<file path="config.mk">
export PLATFORM = sky130hd
export DESIGN_NAME = deskew_nln
export DESIGN_NICKNAME = d
export VERILOG_FILES = /design/src/rtl/deskew_nln.sv
export SDC_FILE = /design/constraint.sdc
export NUM_CORES = 1
export LEC_CHECK = 0
export CORE_MARGIN = 10
export CORE_UTILIZATION = 45
export CTS_BUF_LIST = sky130_fd_sc_hd__clkbuf_8
export CTS_CLUSTER_DIAMETER = 200
export DETAILED_ROUTE_END_ITERATION = 6
export PLACE_DENSITY_LB_ADDON = 0.2
export SYNTH_ARGS = -nofsm -noshare
export SYNTH_HDL_FRONTEND = slang
export SYNTH_SLANG_ARGS = --single-unit
export TNS_END_PERCENT = 50
</file>
<file path="constraint.sdc">
create_clock -name clk -period 3.4 [get_ports clk]
set_input_delay 0.51 -clock clk [delete_from_list [all_inputs] [get_ports clk]]
set_output_delay 0.51 -clock clk [all_outputs]
set_load 0.01 [all_outputs]
</file>
<file path="src/rtl/deskew_nln.sv">
`timescale 1ns/1ps
// Alignment-marker deskew lock monitor: slips lanes whose marker arrives early,
// tracks deskew lock, and measures inter-lane skew per marker round.
//   state       | meaning
//   LK_UNLOCKED | hunting: counting consecutive aligned markers, slips enabled
//   LK_LOCKED   | deskewed: counting consecutive misaligned markers
//   SK_IDLE     | no skew round open
//   SK_OPEN     | round open, waiting for the remaining lanes to ping
module deskew_nln #(
  parameter int NUM_LANES  = 4,
  parameter int GRACE      = 8,
  parameter int LOCK_CNT   = 1,
  parameter int UNLOCK_CNT = 2
) (
  input  logic                 clk,
  input  logic                 srst,
  input  logic                 word_locked,
  input  logic [NUM_LANES-1:0] am_ping,
  output logic [NUM_LANES-1:0] fallback_req,
  output logic                 deskew_locked,
  output logic [7:0]           skew_cycles,
  output logic                 skew_valid,
  output logic                 skew_overflow
);
  typedef enum logic {LK_UNLOCKED, LK_LOCKED} lock_state_t;
  typedef enum logic {SK_IDLE, SK_OPEN} skew_state_t;

  localparam logic [7:0] GRACE_V  = 8'(GRACE);
  localparam logic [8:0] GRACE_W  = 9'(GRACE);
  localparam logic [8:0] LOCK_W   = 9'(LOCK_CNT);
  localparam logic [8:0] UNLOCK_W = 9'(UNLOCK_CNT);

  logic                 clr;
  logic [NUM_LANES-1:0] am_ping_r, recent, slip, seen_mask, seen_d, seen_all, fallback_d;
  lock_state_t          lock_q, lock_d;
  skew_state_t          skew_q, skew_d;
  logic [7:0]           good_cnt, good_d, bad_cnt, bad_d, skew_cnt, skew_cnt_d, skew_cycles_d;
  logic                 valid_d, overflow_d, is_event, is_aligned;

  assign clr        = srst | ~word_locked;
  assign is_event   = |am_ping_r;
  assign is_aligned = &am_ping_r;
  assign seen_all   = seen_mask | am_ping_r;

  // recent[] reflects the counter before this cycle's load, so a lane is never
  // early relative to its own ping.
  for (genvar i = 0; i < NUM_LANES; i++) begin : g_lane
    logic [7:0]           grace_cnt;
    logic [NUM_LANES-1:0] others;

    always_ff @(posedge clk) begin
      if (clr)                   grace_cnt <= '0;
      else if (am_ping_r[i])     grace_cnt <= GRACE_V;
      else if (grace_cnt != '0)  grace_cnt <= grace_cnt - 8'd1;
    end

    always_comb begin
      others    = am_ping_r;
      others[i] = 1'b0;
    end

    assign recent[i] = (grace_cnt != '0);
    assign slip[i]   = recent[i] & ~am_ping_r[i] & (|others);
  end

  always_comb begin
    lock_d     = lock_q;
    good_d     = good_cnt;
    bad_d      = bad_cnt;
    fallback_d = '0;
    case (lock_q)
      LK_UNLOCKED: begin
        fallback_d = slip;
        if (is_aligned) begin
          if ({1'b0, good_cnt} + 9'd1 >= LOCK_W) begin
            lock_d = LK_LOCKED;
            good_d = '0;
          end else if (good_cnt != 8'hFF) begin
            good_d = good_cnt + 8'd1;
          end
        end else if (is_event) begin
          good_d = '0;
        end
      end
      LK_LOCKED: begin
        if (is_aligned) begin
          bad_d = '0;
        end else if (is_event) begin
          if ({1'b0, bad_cnt} + 9'd1 >= UNLOCK_W) begin
            lock_d = LK_UNLOCKED;
            bad_d  = '0;
            good_d = '0;
          end else if (bad_cnt != 8'hFF) begin
            bad_d = bad_cnt + 8'd1;
          end
        end
      end
      default: lock_d = LK_UNLOCKED;
    endcase
  end

  always_comb begin
    skew_d        = skew_q;
    seen_d        = seen_mask;
    skew_cnt_d    = skew_cnt;
    skew_cycles_d = skew_cycles;
    valid_d       = 1'b0;
    overflow_d    = 1'b0;
    case (skew_q)
      SK_IDLE: begin
        if (is_aligned) begin
          skew_cycles_d = '0;
          valid_d       = 1'b1;
        end else if (is_event) begin
          skew_d     = SK_OPEN;
          seen_d     = am_ping_r;
          skew_cnt_d = '0;
        end
      end
      SK_OPEN: begin
        if (&seen_all) begin
          skew_cycles_d = skew_cnt + 8'd1;
          valid_d       = 1'b1;
          skew_d        = SK_IDLE;
        end else if ({1'b0, skew_cnt} + 9'd1 >= GRACE_W) begin
          skew_cycles_d = GRACE_V;
          valid_d       = 1'b1;
          overflow_d    = 1'b1;
          skew_d        = SK_IDLE;
        end else begin
          skew_cnt_d = skew_cnt + 8'd1;
          seen_d     = seen_all;
        end
      end
      default: skew_d = SK_IDLE;
    endcase
  end

  always_ff @(posedge clk) begin
    if (clr) begin
      am_ping_r     <= '0;
      lock_q        <= LK_UNLOCKED;
      good_cnt      <= '0;
      bad_cnt       <= '0;
      fallback_req  <= '0;
      skew_q        <= SK_IDLE;
      seen_mask     <= '0;
      skew_cnt      <= '0;
      skew_valid    <= 1'b0;
      skew_overflow <= 1'b0;
    end else begin
      am_ping_r     <= am_ping;
      lock_q        <= lock_d;
      good_cnt      <= good_d;
      bad_cnt       <= bad_d;
      fallback_req  <= fallback_d;
      skew_q        <= skew_d;
      seen_mask     <= seen_d;
      skew_cnt      <= skew_cnt_d;
      skew_valid    <= valid_d;
      skew_overflow <= overflow_d;
    end
  end

  // Last measured skew survives a word-lock drop; only srst clears it.
  always_ff @(posedge clk) begin
    if (srst)             skew_cycles <= '0;
    else if (word_locked) skew_cycles <= skew_cycles_d;
  end

  assign deskew_locked = (lock_q == LK_LOCKED);

endmodule

</file>
==> summary.md, run 1 <==
| Metric | Value |
|---|---|
| Worst-Margin Slew | `roughly 0.75 ns` |
| FP Rows | `32` |
| Post_cts resized | `0` |
| Reg clk slew, reported paths | `approximately 0.090 ns` |
| Met2 routed WL | `~3.2 mm` |
| Placer congestion estimate | `around 0.76` |
| Worst r2r src | `skew_cnt[0]$_SDFFE_PP0P_` |
| Syn_nets | `~430` |
| DR WL met3 | `approximately 330 um` |
| Fin crit period | `~2.4 ns` |
| Total gr overflow | `0` |
| Pins Over Slew Limit | `0` |
| Vias in the first global route | `2753` |
| Mapped Avg Cell Area | `a little under 9 um^2` |
| Clk sink count | `80` |
| PortBufs | `21` |
| Tcrit/Tclk final | `a little over two thirds` |
| Initial Util | `roughly 47%` |
| Clock tree buffer depth | `2` |
| Post-DR wirelength/cell | `13.6 um` |
| DR pass1 iterations | `4` |
| Setup bufs post-CTS | `0` |
| Slew headroom | `49.8%` |
| Top_reg_cell synth | `dfxtp_1` |
| Final hold viol count | `0` |
| Met1 WL | `roughly 3.7 mm` |
| # IOs | `22` |
| Layout fillers | `around 750` |
| Clock root cell | `clkbuf_8` |
| Largest net degree at the start of global routing | `50` |
| Routed WL | `approximately 7.3 mm` |
| Synth cell types | `49` |
| Crit path launch | `skew_cnt[0]$_SDFFE_PP0P_` |
| Most frequent cell after synthesis | `dfxtp_1` |
| Layout cells sized above 1 | `7.19%` |
| H-Tree Depth | `3` |
| Crit path max fanout | `13` |
| Total number of vias | `2859` |
| Leak Pwr | `1.52 nW` |
| Die Width | `~110 um` |
| Post-route antenna net violation count | `0` |
| Residual DRC | `0` |
| Ys async rst share | `0%` |
| Vias per std cell | `5.36` |
| Top sig layer | `met4` |
| VDD IR-drop max | `about 360 uV` |
| Cts hold-fix bufs | `0` |
| Hold Startpoint | `skew_cycles[3]$_SDFFE_PP0P_` |
| Seq cells post-synth | `80` |
| Synth area leaders | `dfxtp_1 (44%), nor2_1 (6.0%), xnor2_1 (4.1%)` |
| Pwr dens | `slightly above 800 nW/um^2` |
| Post-synth top cells | `dfxtp_1 (80), nor2_1 (58), nor3_1 (25)` |
| RSZ-0062 raised after global routing | `false` |
| First-pass GRT wire length | `between 10 and 15 mm` |
| Ant diodes | `0` |
| Post-DP HPWL | `4.98 mm` |
| Fmax | `roughly 420 MHz` |
| Core area | `between 7000 and 8000 um^2` |
| Sequential Area | `around 1600 um^2` |
| Initial DRC count | `around 100` |
| Clock buffer count from CTS | `9` |
| Number of setup violations in the final report | `0` |
| Leading area contributor after synthesis | `dfxtp_1` |
| Number of synthesized flops with an enable pin | `0` |
| Die area | `12000 um^2` |
| Clk_skew | `just over 0.009 ns` |
| Req. time, crit path | `3.64 ns` |
| HP Class | `reg2reg` |
| Die extent in y | `about 110 um` |
| WHS | `~0.48 ns` |
| Mapped cell area | `~3600 um^2` |
| Crit Path Category | `reg2reg` |
| Arrival time worst endpoint | `between 2 and 3 ns` |
| Crit end category | `register` |
| Initial antenna violation count | `0` |
| Setup_tns | `0 ns` |
| P&R area growth vs syn | `11.8%` |
| Worst-skew pair later-pin latency | `0.34 ns` |
| Synth warn | `0` |
| Critical Path Source Type | `register` |
| Total track usage | `roughly an eighth` |
| Multi-input logic area | `around 1800 um^2` |
| Top-area cell type share of the netlist area | `between 40% and 50%` |
| Cells after Synth | `~400` |
| Register area share after synthesis | `44.3%` |
| Status | `finished, final reports clean` |
| Max cap viols | `0` |
| # nets final | `~440` |
| TritonCTS clock tree | `yes` |
-- through the flow --
step	power (mW)	utilization (%)	cell area, um^2	setup WS [ns]	cells
CTS	3.36	52.0	4040	1.05	533
finish	3.33	52.0	4040	1.02	533
global route	3.62	52.0	4040	0.761	533
floorplan	2.46	-	3610	1.38	412
global placement	2.66	49.6	3850	1.07	517
detailed placement	2.67	49.6	3850	1.03	517
-- critical path, stage by stage, from the launching register on --
cell	delay (ns)
dfxtp_1	0.46
ha_1	0.37
and3_1	0.20
o211ai_1	0.09
a221oi_2	0.49
nand2_2	0.33
a311oi_1	0.32
-- power by group --
group | internal [mW] | switching [mW] | total, mW
logic | 0.639 | 0.727 | 1.37
registers | 1.13 | 0.162 | 1.29
clock network | 0.333 | 0.344 | 0.677
total | 2.10 | 1.23 | 3.33
-- per-layer routing --
layer	GRT usage [%]	vias up
met1	17.7	1316
li1	-	1490
met3	3.34	7
met4	4.55	0
met2	19.6	46
met5	0	-
-- placed cells by master, fill, tap and decap left out, drive strengths merged, types with 2 or more instances in the layout --
master / netlist / final
nand4b: 2 / 2
xnor2: 17 / 17
nor2: 58 / 58
clkdlybuf4s50: 0 / 21
clkinvlp: 0 / 2
a311oi: 4 / 4
o21a: 6 / 6
o22ai: 2 / 2
buf: 9 / 4
dfxtp: 80 / 80
nand3b: 3 / 3
clkinv: 0 / 3
a21oi: 19 / 19
and2: 5 / 5
nor3: 25 / 25
inv: 15 / 16
clkbuf: 13 / 9
nand3: 20 / 20
or4: 5 / 5
and4: 3 / 3
a2111oi: 3 / 3
nor2b: 2 / 2
or3: 8 / 8
o21ai: 7 / 7
a211oi: 8 / 8
nand2: 21 / 21
o211ai: 11 / 11
mux2i: 2 / 2
nand2b: 5 / 5
nand4: 13 / 13
nor4: 2 / 2
and3: 15 / 15
xor2: 11 / 11
ha: 9 / 9
-- layout make-up --
cell class	count	share of cell area (%)
inverter	15	1.39
clock inverter	7	1.58
tap	102	3.16
multi-input combinational	295	45.2
clock buffer	9	3.07
sequential	80	39.7
timing repair buffer	25	5.95
-- state kept, by name, summed over array words and instances (netlist names) --
name / flops
fallback_req: 4
skew_valid: 1
skew_cycles: 8
am_ping_r: 4
skew_cnt: 8
skew_overflow: 1
seen_mask: 4
bad_cnt: 8
g_lane.grace_cnt: 32
deskew_locked: 1
good_cnt: 8
skew_q: 1
-- worst paths after layout --
| check | to | slack [ns] | depth (start not counted) |
|---|---|---|---|
| worst max-delay path | seen_mask[3]$_SDFFE_PP0P_ | 1.02 | 6 |
| worst min-delay path | skew_cycles[3]$_SDFFE_PP0P_ | 0.48 | 1 |
| worst max register to register | seen_mask[3]$_SDFFE_PP0P_ | 1.02 | 6 |
| worst min register to register | skew_cycles[3]$_SDFFE_PP0P_ | 0.48 | 1 |
-- cell families after synthesis --
family,count (synthesis),synth area share [%]
DFF,80,44.3
AOI/OAI and AO/OA,68,13.4
xor gates and xnor gates,28,6.79
and+or+nand+nor,187,26.3
buffers and inverters,37,5.20
muxes,3,0.866
adders and majority gates,9,3.12
(Power assumes the default switching activity.)
==> inputs of run 2 (changes only) <==
clock period = 2.3 ns   (was 3.4 ns; I/O delays follow)
==> summary.md, run 2 (synthesis results as in run 1) <==
| Metric | Value |
|---|---|
| Die extent in y | `110 um (unchanged)` |
| Slowest CP cell | `dfxtp_1` |
| Crit end category | `register` |
| Layout cells sized above 1 | `9.34% (+2.1 points)` |
| Clock root cell | `clkbuf_8` |
| Post-DR wirelength/cell | `13.9 um (+1.9%)` |
| Commonest non-fill, non-tap cell in the layout | `dfxtp_1` |
| Clk_skew | `0.00972 ns (+0.000512 ns)` |
| Largest net degree at the start of global routing | `50 (unchanged)` |
| Initial Util | `46.5% (unchanged)` |
| Max stage delay on crit path | `0.46 ns (-0.03 ns)` |
| Fin crit period | `2.11 ns (-0.270 ns)` |
| P&R area growth vs syn | `15.4%` |
| Routed WL | `7.51 mm (+3.5%)` |
| HP Class | `reg2reg` |
| Tcrit/Tclk final | `91.6% (+22 points)` |
| Post-DP HPWL | `5.30 mm (+6.4%)` |
| Worst-Margin Slew | `0.601 ns (-0.153 ns)` |
| Reg clk slew, reported paths | `0.09 ns (about the same)` |
| # IOs | `22 (unchanged)` |
| Clk sink count | `80 (unchanged)` |
| Status | `finished, final reports clean` |
| Arrival time worst endpoint | `2.37 ns (-0.25 ns)` |
| Number of flip-flops in the largest register | `32 (unchanged)` |
| Design area | `4170 um^2 (+3.3%)` |
| Crit Path Category | `reg2reg` |
| Placer congestion estimate | `0.808 (+6.3%)` |
| Total number of vias | `2975 (+4.1%)` |
| Post-route antenna net violation count | `0 (unchanged)` |
| RSZ-0062 raised after global routing | `false` |
| Residual DRC | `0 (unchanged)` |
| Req. time, crit path | `2.56 ns (-1.08 ns)` |
| Number of setup violations in the final report | `0 (unchanged)` |
| TritonCTS clock tree | `yes` |
| H-Tree Depth | `3 (unchanged)` |
| PortBufs | `21 (unchanged)` |
| Total gr overflow | `0 (unchanged)` |
| Fmax | `475 MHz (+13%)` |
| Core area | `7770 um^2 (unchanged)` |
| Setup_tns | `0 ns (unchanged)` |
| Initial DRC count | `86 (-17%)` |
| Crit path max fanout | `13 (unchanged)` |
| Worst-skew pair later-pin latency | `0.36 ns (+0.02 ns)` |
| Setup bufs post-CTS | `0 (unchanged)` |
| DR pass1 iterations | `4 (unchanged)` |
| Vias in the first global route | `2823 (+2.5%)` |
| Cts hold-fix bufs | `0 (unchanged)` |
| Critical Path Source Type | `register` |
| Vias per std cell | `5.50 (+2.5%)` |
| Max cap viols | `0 (unchanged)` |
| Pwr dens | `1230 nW/um^2 (+49%)` |
| Clock tree buffer depth | `2 (unchanged)` |
| Dpl cell area | `3920 um^2 (+1.9%)` |
| Slew headroom | `59.7% (+9.9 points)` |
| Initial antenna violation count | `0 (unchanged)` |
| Die area | `12000 um^2 (unchanged)` |
| Most frequent cells in the layout | `dfxtp_1 (80), nor2_1 (58), nor3_1 (25)` |
| Leak Pwr | `1.58 nW (+3.8%)` |
| Largest Register | `g_lane.grace_cnt` |
| # nets final | `450 (+1.8%)` |
| FP Rows | `32 (unchanged)` |
| Total track usage | `13.2% (+0.16 points)` |
| CP cell instances | `ha_2 -> and3_1 -> o211ai_1 -> a221oi_4 -> nand2_4 -> a311oi_1` |
| Clock buffer count from CTS | `9 (unchanged)` |
| Final hold viol count | `0 (unchanged)` |
| Pins Over Slew Limit | `0 (unchanged)` |
| VDD IR-drop max | `789 uV (+120%)` |
| Die Width | `110 um (unchanged)` |
| First-pass GRT wire length | `13.0 mm (+0.33%)` |
| Ant diodes | `0 (unchanged)` |
| Post_cts resized | `0 (unchanged)` |
[run 2: cell count changes in the layout (fill, tap and decap cells not counted), sizes merged]
cell,change
clkinv,-2
bufinv,+1
inv,+1
buf,+8
[run 2: layout make-up]
cell class                 instances  area [um^2]
fill                             733         3600
multi-input combinational        295         1840
sequential                        80         1600
timing repair buffer              33          313
tap                              102          128
clock buffer                       9          124
clock inverter                     7          104
inverter                          15         56.3
[run 2: path summary, 6_finish.rpt]
path / startpoint / end / slack [ns] / cells after the start
setup reg to reg: skew_cnt[0]$_SDFFE_PP0P_ / seen_mask[3]$_SDFFE_PP0P_ / 0.19 / 6
hold reg to reg: skew_cycles[3]$_SDFFE_PP0P_ / skew_cycles[3]$_SDFFE_PP0P_ / 0.48 / 1
hold / removal: skew_cycles[3]$_SDFFE_PP0P_ / skew_cycles[3]$_SDFFE_PP0P_ / 0.48 / 1
setup / recovery: skew_cnt[0]$_SDFFE_PP0P_ / seen_mask[3]$_SDFFE_PP0P_ / 0.19 / 6
[run 2: power by group]
group / switching [mW] / internal (mW)
Combinational: 1.08 / 0.954
Sequential: 0.240 / 1.66
Clock: 0.547 / 0.624
[run 2: stage by stage]
step           total power, mW  utilization [%]  hold slack (ns)  setup WS (ns)  cells
2_1_floorplan             3.63                -            0.455          0.285    412
4_1_cts                   5.16             53.4            0.482       0.000179    541
3_5_place_dp              3.97             50.5            0.460         0.0276    525
5_1_grt                   5.55             53.7            0.514         0.0232    541
6_report                  5.11             53.7            0.476          0.193    541
3_3_place_gp              3.91             50.5            0.462          0.152    525
[run 2: critical path, delay by kind of cell, from the launching register on]
| kind | cells | cell delay (ns) |
|---|---|---|
| and+or+nand+nor | 2 | 0.38 |
| AOI/OAI and AO/OA | 3 | 0.87 |
| adders and majority gates | 1 | 0.31 |
| DFF | 1 | 0.46 |
[run 2: routing by layer]
layer  up-vias  wire length [um]  GRT usage (%)
li1       1509                 -              -
met1      1395              3640           16.7
met2        59              3410           20.9
met3        12               374           4.68
met4         0                81           3.53
met5         -                 0              0
